`src/rtl/mul_div_unit_if.sv`:
```
// Bus between the pipeline and the multi-cycle multiply/divide unit.
// master = pipeline side, slave = mul_div_unit.
interface mul_div_unit_if #(
    parameter int WIDTH = 32
);
    // Handshake: start is a one-cycle request honoured only on an edge where busy=0;
    // busy is the not-ready indication, done is a one-cycle valid for hi/lo/div_zero.
    logic             start;
    logic [1:0]       op;
    logic [WIDTH-1:0] num1;
    logic [WIDTH-1:0] num2;
    logic             busy;
    logic             done;
    logic [WIDTH-1:0] hi;
    logic [WIDTH-1:0] lo;
    logic             div_zero;
    logic [1:0]       state_dbg;

    modport master (
        output start, op, num1, num2,
        input  busy, done, hi, lo, div_zero, state_dbg
    );

    modport slave (
        input  start, op, num1, num2,
        output busy, done, hi, lo, div_zero, state_dbg
    );
endinterface

```
`src/rtl/mul_div_unit.sv`:
```
// Iterative 32-bit MULT/MULTU (shift-add) and DIV/DIVU (restoring) unit writing HI/LO.
// Optional macro MULDIV_EARLY_ZERO_EN: zero-operand ops bypass the iteration phase.
module mul_div_unit #(
    parameter int WIDTH = 32
) (
    input  logic                 clk,
    input  logic                 rst,
    mul_div_unit_if.slave        bus
);
    localparam int CW = $clog2(WIDTH);

    typedef enum logic [1:0] {
        IDLE = 2'd0,
        CALC = 2'd1,
        FIX  = 2'd2
    } state_e;

    state_e           state_q, state_d;
    logic [CW-1:0]    cnt_q, cnt_d;
    logic [WIDTH-1:0] acc_q, acc_d;     // upper product half / partial remainder
    logic [WIDTH-1:0] mq_q, mq_d;       // multiplier / dividend-then-quotient
    logic [WIDTH-1:0] dvs_q, dvs_d;     // multiplicand / divisor magnitude
    logic [WIDTH-1:0] raw1_q, raw1_d;
    logic             is_div_q, is_div_d;
    logic             neg_res_q, neg_res_d;
    logic             neg_rem_q, neg_rem_d;
    logic             zdiv_q, zdiv_d;
    logic [WIDTH-1:0] hi_q, hi_d;
    logic [WIDTH-1:0] lo_q, lo_d;
    logic             done_q, done_d;
    logic             dz_q, dz_d;
`ifdef MULDIV_EARLY_ZERO_EN
    logic             early_q, early_d;
`endif

    logic             sign1, sign2;
    logic [WIDTH-1:0] mag1, mag2;
    logic [WIDTH:0]   mul_sum;
    logic [WIDTH:0]   rem_sh;
    logic [WIDTH+1:0] trial;
    logic             div_borrow;
    logic             trial_unused;
    logic [2*WIDTH-1:0] prod;

    assign sign1 = ~bus.op[0] & bus.num1[WIDTH-1];
    assign sign2 = ~bus.op[0] & bus.num2[WIDTH-1];
    assign mag1  = sign1 ? -bus.num1 : bus.num1;
    assign mag2  = sign2 ? -bus.num2 : bus.num2;

    assign mul_sum      = {1'b0, acc_q} + (mq_q[0] ? {1'b0, dvs_q} : '0);
    assign rem_sh       = {acc_q, mq_q[WIDTH-1]};
    assign trial        = {1'b0, rem_sh} - {2'b00, dvs_q};
    assign div_borrow   = trial[WIDTH+1];
    // A successful trial is always below the divisor, so this bit is zero whenever used.
    assign trial_unused = trial[WIDTH];
    assign prod         = {acc_q, mq_q};

    always_comb begin
        state_d   = state_q;
        cnt_d     = cnt_q;
        acc_d     = acc_q;
        mq_d      = mq_q;
        dvs_d     = dvs_q;
        raw1_d    = raw1_q;
        is_div_d  = is_div_q;
        neg_res_d = neg_res_q;
        neg_rem_d = neg_rem_q;
        zdiv_d    = zdiv_q;
        hi_d      = hi_q;
        lo_d      = lo_q;
        done_d    = 1'b0;
        dz_d      = dz_q;
`ifdef MULDIV_EARLY_ZERO_EN
        early_d   = early_q;
`endif
        case (state_q)
            IDLE: begin
                if (bus.start) begin
                    is_div_d  = bus.op[1];
                    neg_res_d = sign1 ^ sign2;
                    neg_rem_d = sign1;
                    raw1_d    = bus.num1;
                    zdiv_d    = bus.op[1] & (bus.num2 == '0);
                    acc_d     = '0;
                    mq_d      = bus.op[1] ? mag1 : mag2;
                    dvs_d     = bus.op[1] ? mag2 : mag1;
                    cnt_d     = '0;
`ifdef MULDIV_EARLY_ZERO_EN
                    early_d   = (bus.num1 == '0) | (~bus.op[1] & (bus.num2 == '0));
                    state_d   = early_d ? FIX : CALC;
`else
                    state_d   = CALC;
`endif
                end
            end
            CALC: begin
                if (is_div_q) begin
                    if (!div_borrow) begin
                        acc_d = trial[WIDTH-1:0];
                        mq_d  = {mq_q[WIDTH-2:0], 1'b1};
                    end else begin
                        acc_d = rem_sh[WIDTH-1:0];
                        mq_d  = {mq_q[WIDTH-2:0], 1'b0};
                    end
                end else begin
                    acc_d = mul_sum[WIDTH:1];
                    mq_d  = {mul_sum[0], mq_q[WIDTH-1:1]};
                end
                cnt_d = cnt_q + CW'(1);
                if (cnt_q == CW'(WIDTH - 1)) begin
                    state_d = FIX;
                end
            end
            FIX: begin
                state_d = IDLE;
                done_d  = 1'b1;
                dz_d    = zdiv_q;
                if (zdiv_q) begin
                    hi_d = raw1_q;
                    lo_d = '1;
`ifdef MULDIV_EARLY_ZERO_EN
                end else if (early_q) begin
                    hi_d = '0;
                    lo_d = '0;
`endif
                end else if (is_div_q) begin
                    hi_d = neg_rem_q ? -acc_q : acc_q;
                    lo_d = neg_res_q ? -mq_q : mq_q;
                end else begin
                    {hi_d, lo_d} = neg_res_q ? -prod : prod;
                end
            end
            default: state_d = IDLE;
        endcase
    end

    always_ff @(posedge clk or posedge rst) begin
        if (rst) begin
            state_q   <= IDLE;
            cnt_q     <= '0;
            acc_q     <= '0;
            mq_q      <= '0;
            dvs_q     <= '0;
            raw1_q    <= '0;
            is_div_q  <= 1'b0;
            neg_res_q <= 1'b0;
            neg_rem_q <= 1'b0;
            zdiv_q    <= 1'b0;
            hi_q      <= '0;
            lo_q      <= '0;
            done_q    <= 1'b0;
            dz_q      <= 1'b0;
`ifdef MULDIV_EARLY_ZERO_EN
            early_q   <= 1'b0;
`endif
        end else begin
            state_q   <= state_d;
            cnt_q     <= cnt_d;
            acc_q     <= acc_d;
            mq_q      <= mq_d;
            dvs_q     <= dvs_d;
            raw1_q    <= raw1_d;
            is_div_q  <= is_div_d;
            neg_res_q <= neg_res_d;
            neg_rem_q <= neg_rem_d;
            zdiv_q    <= zdiv_d;
            hi_q      <= hi_d;
            lo_q      <= lo_d;
            done_q    <= done_d;
            dz_q      <= dz_d;
`ifdef MULDIV_EARLY_ZERO_EN
            early_q   <= early_d;
`endif
        end
    end

    assign bus.busy      = (state_q != IDLE);
    assign bus.done      = done_q;
    assign bus.hi        = hi_q;
    assign bus.lo        = lo_q;
    assign bus.div_zero  = dz_q;
    assign bus.state_dbg = state_q;
endmodule
```
`src/flat_wrapper.sv`:
```
// flat-port wrapper written by rule: the top's interface ports become plain ports
module mul_div_unit_flat 
#(
    parameter int WIDTH = 32
)
  (clk, rst, bus_start, bus_op, bus_num1, bus_num2, bus_busy, bus_done, bus_hi, bus_lo, bus_div_zero, bus_state_dbg);
  mul_div_unit_if #(.WIDTH(WIDTH)) bus_i ();
  input  logic clk;
  input  logic rst;
  input wire logic [$bits(bus_i.start)-1:0] bus_start;
  input wire logic [$bits(bus_i.op)-1:0] bus_op;
  input wire logic [$bits(bus_i.num1)-1:0] bus_num1;
  input wire logic [$bits(bus_i.num2)-1:0] bus_num2;
  output wire logic [$bits(bus_i.busy)-1:0] bus_busy;
  output wire logic [$bits(bus_i.done)-1:0] bus_done;
  output wire logic [$bits(bus_i.hi)-1:0] bus_hi;
  output wire logic [$bits(bus_i.lo)-1:0] bus_lo;
  output wire logic [$bits(bus_i.div_zero)-1:0] bus_div_zero;
  output wire logic [$bits(bus_i.state_dbg)-1:0] bus_state_dbg;
  assign bus_i.start = bus_start;
  assign bus_i.op = bus_op;
  assign bus_i.num1 = bus_num1;
  assign bus_i.num2 = bus_num2;
  assign bus_busy = bus_i.busy;
  assign bus_done = bus_i.done;
  assign bus_hi = bus_i.hi;
  assign bus_lo = bus_i.lo;
  assign bus_div_zero = bus_i.div_zero;
  assign bus_state_dbg = bus_i.state_dbg;
  mul_div_unit #(.WIDTH(WIDTH)) u_core (.clk(clk), .rst(rst), .bus(bus_i));
endmodule
```
`config.mk`:
```
export PLATFORM = sky130hd
export DESIGN_NAME = mul_div_unit_flat
export DESIGN_NICKNAME = d
export VERILOG_FILES = /design/src/rtl/mul_div_unit_if.sv /design/src/rtl/mul_div_unit.sv /design/src/flat_wrapper.sv
export SDC_FILE = /design/constraint.sdc
export NUM_CORES = 1
export LEC_CHECK = 0
export ABC_CLOCK_PERIOD_IN_PS = 6400
export BUFFER_PORTS_ARGS = -buffer_cell sky130_fd_sc_hd__buf_2
export CAP_MARGIN = 10
export CORE_MARGIN = 3
export CORE_UTILIZATION = 47
export CTS_BUF_LIST = sky130_fd_sc_hd__clkbuf_4 sky130_fd_sc_hd__clkbuf_8
export DETAILED_ROUTE_END_ITERATION = 6
export HOLD_SLACK_MARGIN = 0.12
export PLACE_DENSITY = 0.74
export RECOVER_POWER = 50
export SYNTH_ARGS = -nofsm -noshare
export SYNTH_HDL_FRONTEND = slang
export SYNTH_SLANG_ARGS = --single-unit
```
`constraint.sdc`:
```
create_clock -name clk -period 6.4 [get_ports clk]
set_input_delay 0 -clock clk [delete_from_list [all_inputs] [get_ports clk]]
set_output_delay 0 -clock clk [all_outputs]
set_load 0.005 [all_outputs]
```
Word-level counts from Yosys, hierarchy flattened
Index checks and enable logic that the tools add are counted.
Storage, ports and cells
  register bits: 205
  input port bits: 69
  output and inout bits: 69
  word-level logic and storage cells: 65
Cells by class
  add/subtract/negate cells: 8
  equality and inequality tests: 5
  mux-type cells: 26
  bitwise operators: 5
  reduce and logical (&&, ||, !) cells: 7
Operators by type and width (number)
  32-bit two-way mux: 16
  32-bit negation: 4
  32-bit one-hot mux with 2 select lines: 2
  64-bit two-way mux: 1
  64-bit negation: 1
  33-bit by 32-bit subtractor with 34-bit output: 1
  32-bit by 33-bit adder with 33-bit output: 1
  32-bit logical NOT: 1
  5-bit one-hot mux with 2 select lines: 1
  2-bit AND reduction: 3
  5-bit by 1-bit adder with 5-bit output, second input constant: 1
  5-bit equality test, second input constant: 1
  5-bit two-way mux: 1
  2-bit two-way mux: 2
  2-bit one-hot mux with 2 select lines: 1
  2-bit nonzero test: 2
  1-bit bitwise AND: 3
  2-bit by 1-bit equality test with 1-bit output, second input constant: 1
  2-bit equality test, second input constant: 1
  2-bit logical NOT: 1
  1-bit two-way mux: 2
  2-bit by 1-bit != test with 1-bit output, second input constant: 1
  2-bit != test, second input constant: 1
  1-bit inverter: 1
  1-bit XOR: 1

Logic depth before layout (Yosys ltp)
  depth in word-level cells: 6
  gate-level depth with buffers: 15
  gate-level depth less buffers: 14

Worst setup path after synthesis
Ideal clock, no wire load.
  path kind: register -> register
  start: register u_core.mq_q[0]
  end: register u_core.acc_q[26]
  setup time: 137 ps
  arrival: 3467 ps
  required time: 6263 ps
  setup slack: 2796 ps
  stages on the path, launching flop included: 15
  path buffers: 1
  period minus slack after synthesis: 3604 ps
  path through: dfrtp_1 inv_1 clkbuf_1 nor2_1 ha_1 a2111oi_1 o31ai_1 a31o_2 or3b_1 a31oi_1 o21a_1 and2b_1 xnor2_1 a222oi_1 o31ai_1
Between the ends
  word-level cells in the longest chain between the ends: 4
Ends and longest elaborated chain
  from (decl): line mul_div_unit.sv:21  | logic [WIDTH-1:0] mq_q, mq_d;
  from (signal assigned): line mul_div_unit.sv:160  | mq_q <= mq_d;
  32-bit two-way mux: line mul_div_unit.sv:50  | assign mul_sum = {1'b0, acc_q} + (mq_q[0] ? {1'b0, dvs_q} : '0);
  32-bit by 33-bit adder with 33-bit output: line mul_div_unit.sv:50
  32-bit two-way mux: line mul_div_unit.sv:97  | if (is_div_q) begin
  32-bit one-hot mux with 2 select lines: line mul_div_unit.sv:76  | case (state_q)
  to (signal assigned): line mul_div_unit.sv:141  | acc_q <= '0;
  to (signal assigned): line mul_div_unit.sv:159  | acc_q <= acc_d;
  to (decl): line mul_div_unit.sv:20  | logic [WIDTH-1:0] acc_q, acc_d;
Every way passes these cells.
A chain may end at the register's enable or synchronous reset.

Final worst setup path
  start: register u_core.state_q[0] (netlist: u_core.bus.state_dbg[0])
  end: register u_core.lo_q[31] (netlist: u_core.bus.lo[31])
Between the ends
  word-level cells in the longest chain between the ends: 1
Ends and longest elaborated chain
  from (decl): line mul_div_unit.sv:18  | state_e state_q, state_d;
  from (signal assigned): line mul_div_unit.sv:157  | state_q <= state_d;
  2-bit equality test: line mul_div_unit.sv:76
  to (signal assigned): line mul_div_unit.sv:168  | lo_q <= lo_d;
  to (decl): line mul_div_unit.sv:29  | logic [WIDTH-1:0] lo_q, lo_d;
Every way passes these cells.

==> results.ini <==
[finish]
nFillCells = 2965
fin_nets = 2237
final_common_cell = nand2_1
final_cell_mix = nand2_1, a21oi_1, dfrtp_1, nor2_1, o21ai_0
final_area_sq_um = 17900
layout-drive-gt1-share_pct = 10.0
area_delta_synth_final_pct = 15.5
final_util_pct = 55.9
fin_cells = 2562

[timing]
fin_hold_ws_ps = 143
fin_crit_sh_pct = 77.8
relSlewSlack_pct = -136
rsz0062_at_grt = false
finalSetupViolCount = 0
fin_crit_ps = 4980
fin_skew_ps = 32.9
clock.fmax_ghz = 0.201
hold_violations = 0
worstMarginPinSlew_ps = 3530
slew_violations = 408
setup_slack_ps = 1420
tns_ps = 0

[synthesis]
synth_top_family_by_area = compound AO/OA/AOI/OAI gates
ys_ff_latch = 205
synth_edf_count = 0
yosysWarnings = 0
yosys.area_share.adder_pct = 5.91
avgSynthCellArea_sq_um = 7.97
async_flop_share_pct = 100
yosysSeqAreaShare_pct = 33.1
synth_flop_cell = dfrtp_1
netlist_area_sq_um = 15500
ys_types = 84
synthCells = 1945
synth_xor_area_share_pct = 9.77
synth.area.mux_share_pct = 3.37
yosys.area_share.simple_pct = 18.5
synth_nets = 2086
synth_compound_area_share_pct = 24.4

[floorplanning]
die_height_um = 188
fp.dieArea_sq_um = 35200
core_area_sq_um = 32000
die_w_um = 188
io_pins = 138
initial_core_util_pct = 48.4
fp-row-count = 65

[worst_setup_path]
crit_family = buffers and inverters
path_max_fanout = 53
path_class = register to register
worst_path_largest_cell_delay_ps = 1670
crit_buf_inv = 3
path_common_cell = clkbuf_1
cp.required_ps = 6840
endpoint_kind = register
cpMaxStageDelayCell = clkbuf_1
start_kind = register
path_cells = nand2b_2, clkbuf_1, inv_1, clkbuf_1, nand2b_1, o22a_1
arrival_ps = 5410

[hold_path]
holdCritPathClass = input pin to register

[placed_design]
io_buffers = 137
dpl_cell_area_sq_um = 16400
gp_congestion = 0.977
dp_cells = 2420
hpwlAfterDp_mm = 39.1
place_ws_ps = 2030

[global_route]
grt_usage_pct = 29.1
grt_pass1_wl_mm = 81.4
grt_pass1_vias = 14600
grt.overflow.total = 0
grt_max_degree = 92
antenna_found_initial = 1

[drt]
dr.pass1.iters = 5
vias_per_cell = 6.00
post-route-drc-count = 0
wl_per_cell_um = 20.8
ant_nets = 0
drt_iter0_markers = 1602
totalWireLength_mm = 53.3
route.vias.total = 15400

[outcome]
outcome = finished, violations left
violations = max-capacitance violations, max-slew violations

[clock_network]
cts_max_level = 2
clkTransAtPathRegs_ps = 60
postCtsResizedCells = 0
clockBufferDepth = 3
insertion_delay_ps = 560
tritoncts = yes
clockRootBuffer = clkbuf_8
cts_buffers = 39
clock_sinks = 205

[power_and_ir_drop]
p_leak_nw = 7.93
power.density_nw_per_um2 = 557
p_total_mw = 9.98
ir_worst_vdd_v = 0.000250

[run]
cap_viol_max_count = 8

cell families after synthesis:
group	after synthesis
fa+ha+maj	72
flops	205
buf+inv	183
mux	52
xor+xnor	173
simple gates	635
compound gates	625
what timing repair did:
action                                 CTS  global route
setup endpoints to repair                0             0
endpoints found under the hold margin  173             0
hold buffers                            70             0
buffers inserted                         0             0
power breakdown:
part	switching, mW	internal [mW]	leakage [nW]
Clock	0.602	0.871	0.469
Sequential	0.685	1.79	2.48
Combinational	3.59	2.45	4.98
area by class of cell:
class / instances / area [sq um] / share of cell area, %
tap: 435 / 544 / 3.04
timing repair buffer: 225 / 1460 / 8.17
clock buffer: 63 / 798 / 4.46
inverter: 68 / 256 / 1.43
sequential: 205 / 5130 / 28.7
clock inverter: 7 / 91.3 / 0.510
antenna: 2 / 5.00 / 0.0279
multi-input combinational: 1557 / 9620 / 53.7
state kept, by name, indices dropped and copies added, names as in the netlist:
signal,flops
u_core.neg_rem_q,1
u_core.mq_q,32
u_core.bus.done,1
u_core.bus.hi,32
u_core.raw1_q,32
u_core.neg_res_q,1
u_core.is_div_q,1
u_core.zdiv_q,1
u_core.acc_q,32
u_core.dvs_q,32
u_core.bus.lo,32
u_core.cnt_q,5
u_core.bus.div_zero,1
u_core.bus.state_dbg,2
metal layers:
metal / vias up / global-route usage [%] / share of wire (%)
met1: 7361 / 37.8 / 41
met5: - / 1.37 / 0.12
met4: 2 / 13.3 / 4.8
li1: 7216 / - / -
met3: 132 / 6.45 / 8.9
met2: 669 / 46.2 / 45
cell usage after synthesis (4+ instances only):
cell,count,area [sq um]
o21bai_1,7,52.6
nor2_1,193,724
nand2_1,246,923
mux2i_1,50,500
nand2b_1,17,106
a311oi_1,6,52.6
xnor2_1,86,753
nor4_1,12,75.1
a31o_2,6,52.6
and3_1,25,156
clkbuf_1,83,312
nor3b_1,5,37.5
or4_1,5,37.5
inv_1,67,251
a21oi_1,207,1040
o31ai_1,18,135
or3_1,10,62.6
nor3_1,38,190
o22ai_1,12,75.1
o41ai_1,8,70.1
dfrtp_1,205,5130
nand3_1,26,130
o221ai_1,4,35.0
nand4_1,11,68.8
ha_1,70,876
buf_1,19,71.3
a22oi_1,20,150
o21a_1,12,90.1
o211ai_1,17,128
a31oi_1,14,87.6
nor2b_1,14,87.6
and2_1,11,68.8
a21o_1,31,233
o21ai_0,180,901
xor2_1,87,762
a211oi_1,47,353
worst paths after layout:
path	slack [ps]	to	from	depth (start not counted)
min in group asynchronous	1590	u_core.raw1_q[0]	rst	4
worst max register to register	1420	u_core.bus.lo[31]	u_core.bus.state_dbg[0]	6
worst max-delay path	1420	u_core.bus.lo[31]	u_core.bus.state_dbg[0]	6
worst min register to register	470	u_core.raw1_q[25]	u_core.raw1_q[25]	2
worst min-delay path	140	u_core.cnt_q[1]	bus_start	3
max in group asynchronous	1890	u_core.acc_q[14]	rst	5
worst min-delay path, stage by stage:
cell     delay [ps]
buf_2           100
and2_2          330
o21ai_0         210
(Power assumes the default switching activity.)
